[src/rtl/ifu.sv]
// Instruction fetch unit: issues one fetch at a time to instruction memory,
// holds the returned word for decode, and advances pc sequentially or to a
// jump target at the consume handshake. Fetch faults and misaligned jump
// targets park the unit in a sticky FAULT state until reset.
module ifu #(
  parameter logic [31:0] RESET_PC = 32'h8000_0000
) (
  input  logic        clk,
  input  logic        rst,
  output logic        imem_req_valid,
  input  logic        imem_req_ready,
  output logic [31:0] imem_req_addr,
  input  logic        imem_rsp_valid,
  input  logic [31:0] imem_rsp_data,
  input  logic        imem_rsp_err,
  output logic        inst_valid,
  input  logic        inst_ready,
  output logic [31:0] inst,
  output logic [31:0] pc,
  input  logic        redirect_valid,
  input  logic [31:0] redirect_pc,
  output logic        fault
);

  localparam logic [31:0] NOP = 32'h0000_0013;

  typedef enum logic [2:0] {
    IDLE  = 3'd0,
    REQ   = 3'd1,
    WAIT  = 3'd2,
    HOLD  = 3'd3,
    FAULT = 3'd4
  } state_t;

  state_t      state_q, state_d;
  logic [31:0] pc_q, pc_d;
  logic [31:0] inst_q, inst_d;
  logic [31:0] pc_inc;
  logic        redirect_misaligned;

  // Sequential successor; 32-bit addition wraps modulo 2^32.
  assign pc_inc              = pc_q + 32'd4;
  assign redirect_misaligned = (redirect_pc[1:0] != 2'b00);

  // State and datapath registers with synchronous reset.
  always_ff @(posedge clk) begin
    if (rst) begin
      state_q <= IDLE;
      pc_q    <= RESET_PC;
      inst_q  <= NOP;
    end else begin
      state_q <= state_d;
      pc_q    <= pc_d;
      inst_q  <= inst_d;
    end
  end

  // Next-state and datapath update; responses only count in WAIT and
  // redirects only at the HOLD consume handshake.
  always_comb begin
    state_d = state_q;
    pc_d    = pc_q;
    inst_d  = inst_q;
    unique case (state_q)
      IDLE: begin
        state_d = REQ;
      end
      REQ: begin
        if (imem_req_ready) begin
          state_d = WAIT;
        end
      end
      WAIT: begin
        if (imem_rsp_valid) begin
          if (imem_rsp_err) begin
            state_d = FAULT;
          end else begin
            inst_d  = imem_rsp_data;
            state_d = HOLD;
          end
        end
      end
      HOLD: begin
        if (inst_ready) begin
          if (redirect_valid) begin
            if (redirect_misaligned) begin
              state_d = FAULT;
            end else begin
              pc_d    = redirect_pc;
              state_d = REQ;
            end
          end else begin
            pc_d    = pc_inc;
            state_d = REQ;
          end
        end
      end
      FAULT: begin
        state_d = FAULT;
      end
      default: begin
        state_d = IDLE;
      end
    endcase
  end

  // Outputs decoded from registered state only.
  always_comb begin
    imem_req_valid = 1'b0;
    inst_valid     = 1'b0;
    fault          = 1'b0;
    unique case (state_q)
      REQ:     imem_req_valid = 1'b1;
      HOLD:    inst_valid     = 1'b1;
      FAULT:   fault          = 1'b1;
      default: ;
    endcase
  end

  assign imem_req_addr = pc_q;
  assign pc            = pc_q;
  assign inst          = inst_q;

endmodule

[config.mk]
export PLATFORM = sky130hd
export DESIGN_NAME = ifu
export DESIGN_NICKNAME = d
export VERILOG_FILES = /design/src/rtl/ifu.sv
export SDC_FILE = /design/constraint.sdc
export NUM_CORES = 1
export LEC_CHECK = 0
export ABC_AREA = 1
export BUFFER_PORTS_ARGS = -buffer_cell sky130_fd_sc_hd__buf_2
export CAP_MARGIN = 20
export CORE_ASPECT_RATIO = 0.9
export CORE_MARGIN = 2
export CORE_UTILIZATION = 30
export DETAILED_ROUTE_END_ITERATION = 16
export PLACE_DENSITY = 0.58
export SYNTH_ARGS = -nofsm -noshare
export SYNTH_HDL_FRONTEND = slang
export SYNTH_SLANG_ARGS = --single-unit
[constraint.sdc]
create_clock -name clk -period 2.72 [get_ports clk]
set_clock_uncertainty 0.1 [all_clocks]
set_input_delay 0.272 -clock clk [delete_from_list [all_inputs] [get_ports clk]]
set_output_delay 0.272 -clock clk [all_outputs]
set_load 0.1 [all_outputs]
After elaboration in Yosys (flattened, before gate mapping)
Cells that the tools add are included.
- bits in read-only memories: 0
- bits of input ports: 71
- register bits: 67
- bits in latches: 0
- memories kept: 0
- bits in writable memories: 0
- logic and storage cells: 30
- reduce and logical (&&, ||, !) cells: 5
- add/subtract/negate cells: 1
- shift operators: 0
- magnitude comparators: 0
- multipliers: 0
- equal/unequal tests: 8
- div/mod/pow operators: 0
- bitwise logic cells: 1
- mux-type cells: 12
- operator list (cell ; count):
    2-to-1 mux 32 bit ; 2
    adder 32 x 3 -> 32 bit (second input constant) ; 1
    2-to-1 mux 3 bit ; 6
    case mux 3 bit (5 select lines) ; 1
    AND reduction 3 bit ; 3
    != test 2 bit (second input constant) ; 4
    == test 3 x 2 -> 1 bit (second input constant) ; 2
    == test 3 x 1 -> 1 bit (second input constant) ; 1
    == test 3 bit (second input constant) ; 1
    logical NOT 3 bit ; 1
    2-to-1 mux 1 bit ; 3
    nonzero test 2 bit ; 1
    inverter 1 bit ; 1

Logic depth before layout (Yosys ltp)
Gate-level depths: netlist of run 1.
- word-level depth: 5
- depth in mapped cells: 10

Worst setup path after synthesis of run 1
No wires, ideal clock.
- path type: register -> register
- from: register state_q[2]
- to: register state_q[2]
- data required time: 2532 ps
- clock period less this slack: 3050 ps
- stages on the path, launching flop included: 5
- arrival: 2861 ps
- slack: -330 ps
- setup time: 88 ps
- path buffers: 0
- cells stage by stage: dfxtp_1 -> inv_1 -> nor3_1 -> a221oi_1 -> nor3_1
- longest elaborated chain between the ends: 3
- RTL lines (item ; line ; RTL):
    start: declaration ; 35 ; state_t state_q, state_d;
    start signal: assignment ; 52 ; state_q <= state_d;
    == test 3 x 2 -> 1 bit or == test 3 x 1 -> 1 bit (tied branches) ; 64 ; unique case (state_q)
    != test 2 bit (no line) ; - ;
    AND reduction 3 bit (no line) ; - ;
Parallel ways exist; a longest one is shown, timed or not.
A chain may end at the register's enable or synchronous reset.

Worst setup path in the final report of run 1
- from: register state_q[0]
- to: register pc_q[23], in the netlist imem_req_addr[23]
- longest elaborated chain between the ends: 2
- RTL lines (item ; line ; RTL):
    == test 3 x 2 -> 1 bit ; 64 ;
    AND reduction 3 bit (no line) ; - ;
    end signal: assignment ; 53 ; pc_q <= pc_d;
    end: declaration ; 36 ; logic [31:0] pc_q, pc_d;
No other way between the ends.

==> run metrics, run 1 <==
YS warnings=0; peak supply drop=512 uV; Seq/Total Area, Yosys=34.5%; Worst Max-Slew Pin Slew=716 ps; drt wl/cell=13.4 um; NumNets Final=822; syn nets=694; CP Data Arrival Time=2030 ps; Final Max Slew Viols=0; Startpoint Class=register; vias in the first global route=3861; critical path peak fanout=39; Avg Cell Area, Syn=6.24 um2; status=complete, no violations; Final Wtd Congestion=0.829; Worst Path Required=2880 ps; hold_buf cts=0; CP Cell Sequence=nand3_1 > nor2_2 > nand2_2 > a21oi_1 > nand2_1 > a21oi_1; Post-CTS Setup Bufs=0; Die ar.=0.0139 mm2; global route overflow=0; Worst Path Buf+Inv=0; post-route minimum period=1860 ps; commonest non-fill, non-tap cell in the layout=buf_2; DRC Markers=0; Sw Share=39.4%; total CTS buffers=9; Crit path max-delay family=simple AND/OR/NAND/NOR gates; cell mode on critical path=a21oi_1; CTS root buf=clkbuf_16; min-delay worst type=primary input to register; PD cells=747 mW/mm2; die extent in x=124 um; die height=112 um; CTS tree=built; Mapped Area=0.00388 mm2; relative slew slack=52.1%; largest net degree at the start of global routing=40; Mapped Cells=622; Yosys top cell area share=34.5%; Cell Count Post-Placement=903; synth unique cells=29; Initial DRT Pass Iterations=5; area grow syn2layout=28.2%; slowest CP cell=dfxtp_1; initial core utilization=30.6%; Layout Cells excl Fill=920; leakage=2.41 nW; initial antenna violation count=2; Worst-path clk slew=60 ps; first-pass GRT wire length=19400 um; DPL Wire Length=8830 um; total number of vias=4198; post-CTS resize count=0; combinational share of power=30.3%; Setup TNS=0 ps; Cell Int Power=2.25 mW; Max Cap Viol=0; clk buf depth=2; core area=0.0127 mm2; Clock Sinks=67; Sw Pwr=1.47 mW; global-route usage over all layers=17.9%; CP peak stage delay=450 ps; DR iter-0 viols=179; deepest level of the CTS H-tree=3; final hold violation count=0; DR vias/cell=4.56; Finish-stage setup viols=0; fin crit share=68.5%; synth top area cells=dfxtp_1 (35%), nor2_1 (15%), nand2_1 (14%); most frequent cells in the layout=buf_2 (169), nor2_1 (151), nand2_1 (143), dfxtp_1 (67), nand3_1 (47); Clk Latency, worst-skew pair=330 ps; CP endpoint kind=register; Core Rows=39; Clk pwr share=38.9%; kind of critical path=register to register; RSZ-0062 raised after global routing=false; Synth Register Bits=67; ratio of cells with drive above 1 in the final layout=27.6%; Reg power frac=30.8%; Post-DRT Antenna Nets=0; fmax=0.537 GHz; I/O pins=170; Synth area leader=dfxtp_1; Routed Wire Length=12300 um; Buffers on Ports=169
[state kept, by name, indices dropped and copies added, names as in the netlist]
| signal | flops |
|---|---|
| state_q | 3 |
| imem_req_addr | 32 |
| inst | 32 |
[synth_stat cells]
cell type	instances
nand2_2	3
o21ai_0	42
a31oi_1	5
inv_2	5
buf_1	1
nand3_1	47
a21oi_1	26
nor3_2	1
a221oi_1	1
buf_2	7
nor2_4	4
buf_4	35
o21bai_1	1
nand3_2	1
o311ai_0	1
inv_1	43
or2_0	1
nand2_1	143
nor2_1	151
xnor2_1	4
o21ai_2	1
buf_6	3
dfxtp_1	67
ha_1	1
nand4_1	6
clkbuf_1	10
nor3_1	6
nand3b_1	2
nor2_2	4
[power groups by stage]
stage                     clock, mW  combinational (mW)  sequential, mW
after floorplan                   0               0.490            1.62
after global placement            0                1.14            1.16
after detailed placement          0                1.13            1.16
after CTS                      1.49                1.13            1.14
after global routing           1.53                1.20            1.16
final                          1.45                1.13            1.14
[worst paths after layout]
| kind | cells past startpoint | from | slack (ps) | to |
|---|---|---|---|---|
| max | 6 | state_q[0] | 860 | imem_req_addr[23] |
| min | 3 | imem_rsp_data[0] | 50 | inst[0] |
| max reg2reg | 6 | state_q[0] | 860 | imem_req_addr[23] |
| min reg2reg | 2 | imem_req_addr[0] | 350 | imem_req_addr[0] |
[logic make-up (layout without fill, tap and decap cells)]
family / after synthesis / after routing / share of synthesized area [%]
other cells: 0 / 2 / 0
buf+inv: 104 / 236 / 14.2
xor+xnor: 4 / 4 / 0.902
fa+ha+maj: 1 / 1 / 0.322
compound gates: 77 / 77 / 10.4
flops: 67 / 67 / 34.5
simple gates: 369 / 369 / 39.6
[per-stage QoR]
stage	hold slack [ps]	utilization [%]	total power, mW	instance area [um2]	worst slack [ps]
4_1_cts	43.5	39.2	3.76	4970	845
3_3_place_gp	332	36.3	2.30	4610	581
5_1_grt	50.7	39.2	3.89	4970	650
2_1_floorplan	298	-	2.11	3890	373
3_5_place_dp	351	36.3	2.29	4610	527
6_report	50.2	39.2	3.72	4980	857
[layer usage]
metal / GRT usage [%] / routed length (um) / vias up
met5: 0 / 0 / -
met4: 4.04 / 109 / 0
met3: 6.35 / 1100 / 11
met2: 29.2 / 5600 / 171
met1: 22.6 / 5480 / 1825
li1: - / - / 2191
[layout make-up]
class	count	area, um2
fill	1433	7710
multi-input combinational	451	1990
sequential	67	1340
timing repair buffer	173	888
clock buffer	9	225
tap	164	205
inverter	48	180
clock inverter	6	138
antenna	2	5.00
[worst min-delay path: cells and delay by family]
family | cells | cell delay [ps]
and+or+nand+nor | 2 | 110
buffers and inverters | 1 | 70
(Power assumes the default switching activity.)
==> run 2: changes to the inputs <==
--- a/config.mk
+++ b/config.mk
@@ -12,7 +12,7 @@
 export CORE_MARGIN = 2
 export CORE_UTILIZATION = 30
 export DETAILED_ROUTE_END_ITERATION = 16
-export PLACE_DENSITY = 0.58
+export PLACE_DENSITY = 0.6
 export SYNTH_ARGS = -nofsm -noshare
 export SYNTH_HDL_FRONTEND = slang
 export SYNTH_SLANG_ARGS = --single-unit
==> constraint.sdc (replaced) <==
create_clock -name clk -period 1.5 [get_ports clk]
set_clock_uncertainty 0.1 [all_clocks]
set_input_delay 0.15 -clock clk [delete_from_list [all_inputs] [get_ports clk]]
set_output_delay 0.15 -clock clk [all_outputs]
set_load 0.1 [all_outputs]
==> run 2 against run 1 <==
Net effect:
- largest cell class unchanged
- critical endpoint is now fault
- via count grew 11%
- setup slack lost 880 ps
- largest power group is now combinational cells
- non-clock buffer count rose by 92
- the run now ends with negative setup slack left
==> run metrics, run 2 (synthesis gave the netlist of run 1 again) <==
status=finished, violations left (was complete, no violations); violated checks=negative setup slack; Max Cap Viol=0 (unchanged); DPL Wire Length=9620 um (was 8830 um); final core occ=49.7% (was 39.2%); total CTS buffers=9 (unchanged); deepest level of the CTS H-tree=3 (unchanged); R2R Path Start=state_q[1] (was state_q[0]); global route overflow=0 (unchanged); DR iter-0 viols=256 (was 179); worst reg-to-reg path cell count=8 (was 6); DRC Markers=0 (unchanged); peak supply drop=1080 uV (was 512 uV); CTS tree=built (unchanged); ratio of cells with drive above 1 in the final layout=43.2% (was 27.6%); Hold Crit Depth=5 (was 3); CP peak stage delay=360 ps (was 450 ps); min-delay worst type=primary input to register (unchanged); Diodes inserted=0 (was 2); CP Cell Sequence=buf_6 > nor3_4 > buf_12 (was nand3_1 > nor2_2 > nand2_2 > a21oi_1 > nand2_1 > a21oi_1); I/O pins=170 (unchanged); Tot Pwr=6.83 mW (was 3.72 mW); Final Wtd Congestion=0.865 (was 0.829); Routed Wire Length=13900 um (was 12300 um); leakage=2.94 nW (was 2.41 nW); reg-to-reg endpoint=inst[31] (was imem_req_addr[23]); Die ar.=0.0139 mm2 (unchanged); global-route usage over all layers=20.5% (was 17.9%); slowest CP cell=dfxtp_4 (was dfxtp_1); initial antenna violation count=0 (was 2); end of the critical path=fault (was imem_req_addr[23]); Setup TNS=-170 ps (was 0 ps); Layout fillers=1268 (was 1433); NumNets Final=914 (was 822); largest net degree at the start of global routing=33 (was 40); CP Launch Point=state_q[0] (unchanged); r2r setup slk=-20 ps (was 860 ps); most frequent cells in the layout=buf_2 (131), nand2_1 (123), nor2_1 (118), buf_4 (68), nand3_1 (43) (was buf_2 (169), nor2_1 (151), nand2_1 (143), dfxtp_1 (67), nand3_1 (47)); final hold violation count=0 (unchanged); PD cells=1080 mW/mm2 (was 747 mW/mm2); DR vias/cell=4.62 (was 4.56); Finish-stage setup viols=13 (was 0); Worst Max-Slew Pin Slew=507 ps (was 716 ps); DP Area=0.00524 mm2 (was 0.00461 mm2); vias in the first global route=4611 (was 3861); kind of critical path=register to output port (was register to register); CP Data Arrival Time=1270 ps (was 2030 ps); post-route minimum period=1520 ps; clk buf depth=2 (unchanged); core area=0.0127 mm2 (unchanged); initial core utilization=30.6% (unchanged); Final Max Slew Viols=0 (unchanged); drt wl/cell=13.8 um (was 13.4 um); critical path peak fanout=4 (was 39); commonest non-fill, non-tap cell in the layout=buf_2 (unchanged); FF/Latch Area=0.00147 mm2 (was 0.00134 mm2); Clk Latency, worst-skew pair=350 ps (was 330 ps); CTS root buf=clkbuf_16 (unchanged); Initial DRT Pass Iterations=4 (was 5); Final WS setup=-24.7 ps (was 857 ps); CP endpoint kind=output port (was register); RSZ-0062 raised after global routing=true (was false); total number of vias=4672 (was 4198); Multi-input gate area=0.00225 mm2 (was 0.00199 mm2); die height=112 um (unchanged); die extent in x=124 um (unchanged); Core Rows=39 (unchanged); first-pass GRT wire length=22100 um (was 19400 um); Startpoint Class=register (unchanged); Post-DRT Antenna Nets=0 (unchanged); fmax=0.656 GHz; area grow syn2layout=62.2% (was 28.2%); Clock Sinks=67 (unchanged); post-route cell area=0.00630 mm2 (was 0.00498 mm2); relative slew slack=66.5% (was 52.1%); Buffers on Ports=169 (unchanged); Worst Path Required=1250 ps (was 2880 ps); Worst-path clk slew=60 ps (about the same); fin crit share=102%
==> run 2: layer usage <==
layer / vias up / GRT usage (%) / wire [um]
li1: 2391 / - / -
met1: 2098 / 24.6 / 6020
met2: 166 / 34.6 / 6660
met3: 17 / 6.71 / 1000
met4: 0 / 5.99 / 237
met5: - / 0 / 0
==> run 2: critical path: cells and delay by family, from the launching register on <==
family	cells	cell delay, ps
buf+inv	2	330
flops	1	360
simple gates	1	230
==> run 2: through the flow <==
stage / hold slack, ps / setup slack, ps / cells
finish: 12.7 / -24.7 / 1011
global placement: 264 / 3.84 / 945
detailed placement: 272 / -8.02 / 945
floorplan: 176 / -381 / 622
CTS: 5.48 / -69.2 / 998
global route: 32.7 / -138 / 1011
==> run 2: area by class of cell <==
cell class              count  share of cell area (%)
clock buffers              13                    4.81
clock inverters             3                   0.338
inverters                  48                    2.94
multi-input cells         451                    35.7
flip-flops and latches     67                    23.3
well taps                 164                    3.26
repair buffers            265                    29.7
==> run 2: power by group <==
group	switching, mW	internal, mW	leakage, nW
Combinational	1.81	0.689	2.21
Sequential	0.143	1.92	0.567
Clock	0.852	1.42	0.163
==> run 2: worst min-delay path by stage <==
stage | startpoint | to | slack (ps)
3_5_place_dp | imem_rsp_data[1] | inst[1] | 270
5_1_grt | redirect_pc[6] | imem_req_addr[6] | 30
2_1_floorplan | imem_rsp_data[0] | inst[0] | 180
6_report | redirect_pc[13] | imem_req_addr[13] | 10
3_3_place_gp | imem_rsp_data[0] | inst[0] | 260
4_1_cts | redirect_pc[13] | imem_req_addr[13] | 5
==> run 2: what timing repair did <==
item | CTS | global route
pin swaps | 1 | 24
endpoints found under the setup margin | 23 | 62
hold buffers | 37 | 0
cloned | 0 | 0
setup buffers | 0 | 13
gates resized for setup | 21 | 71
hold endpoints to repair | 37 | 0
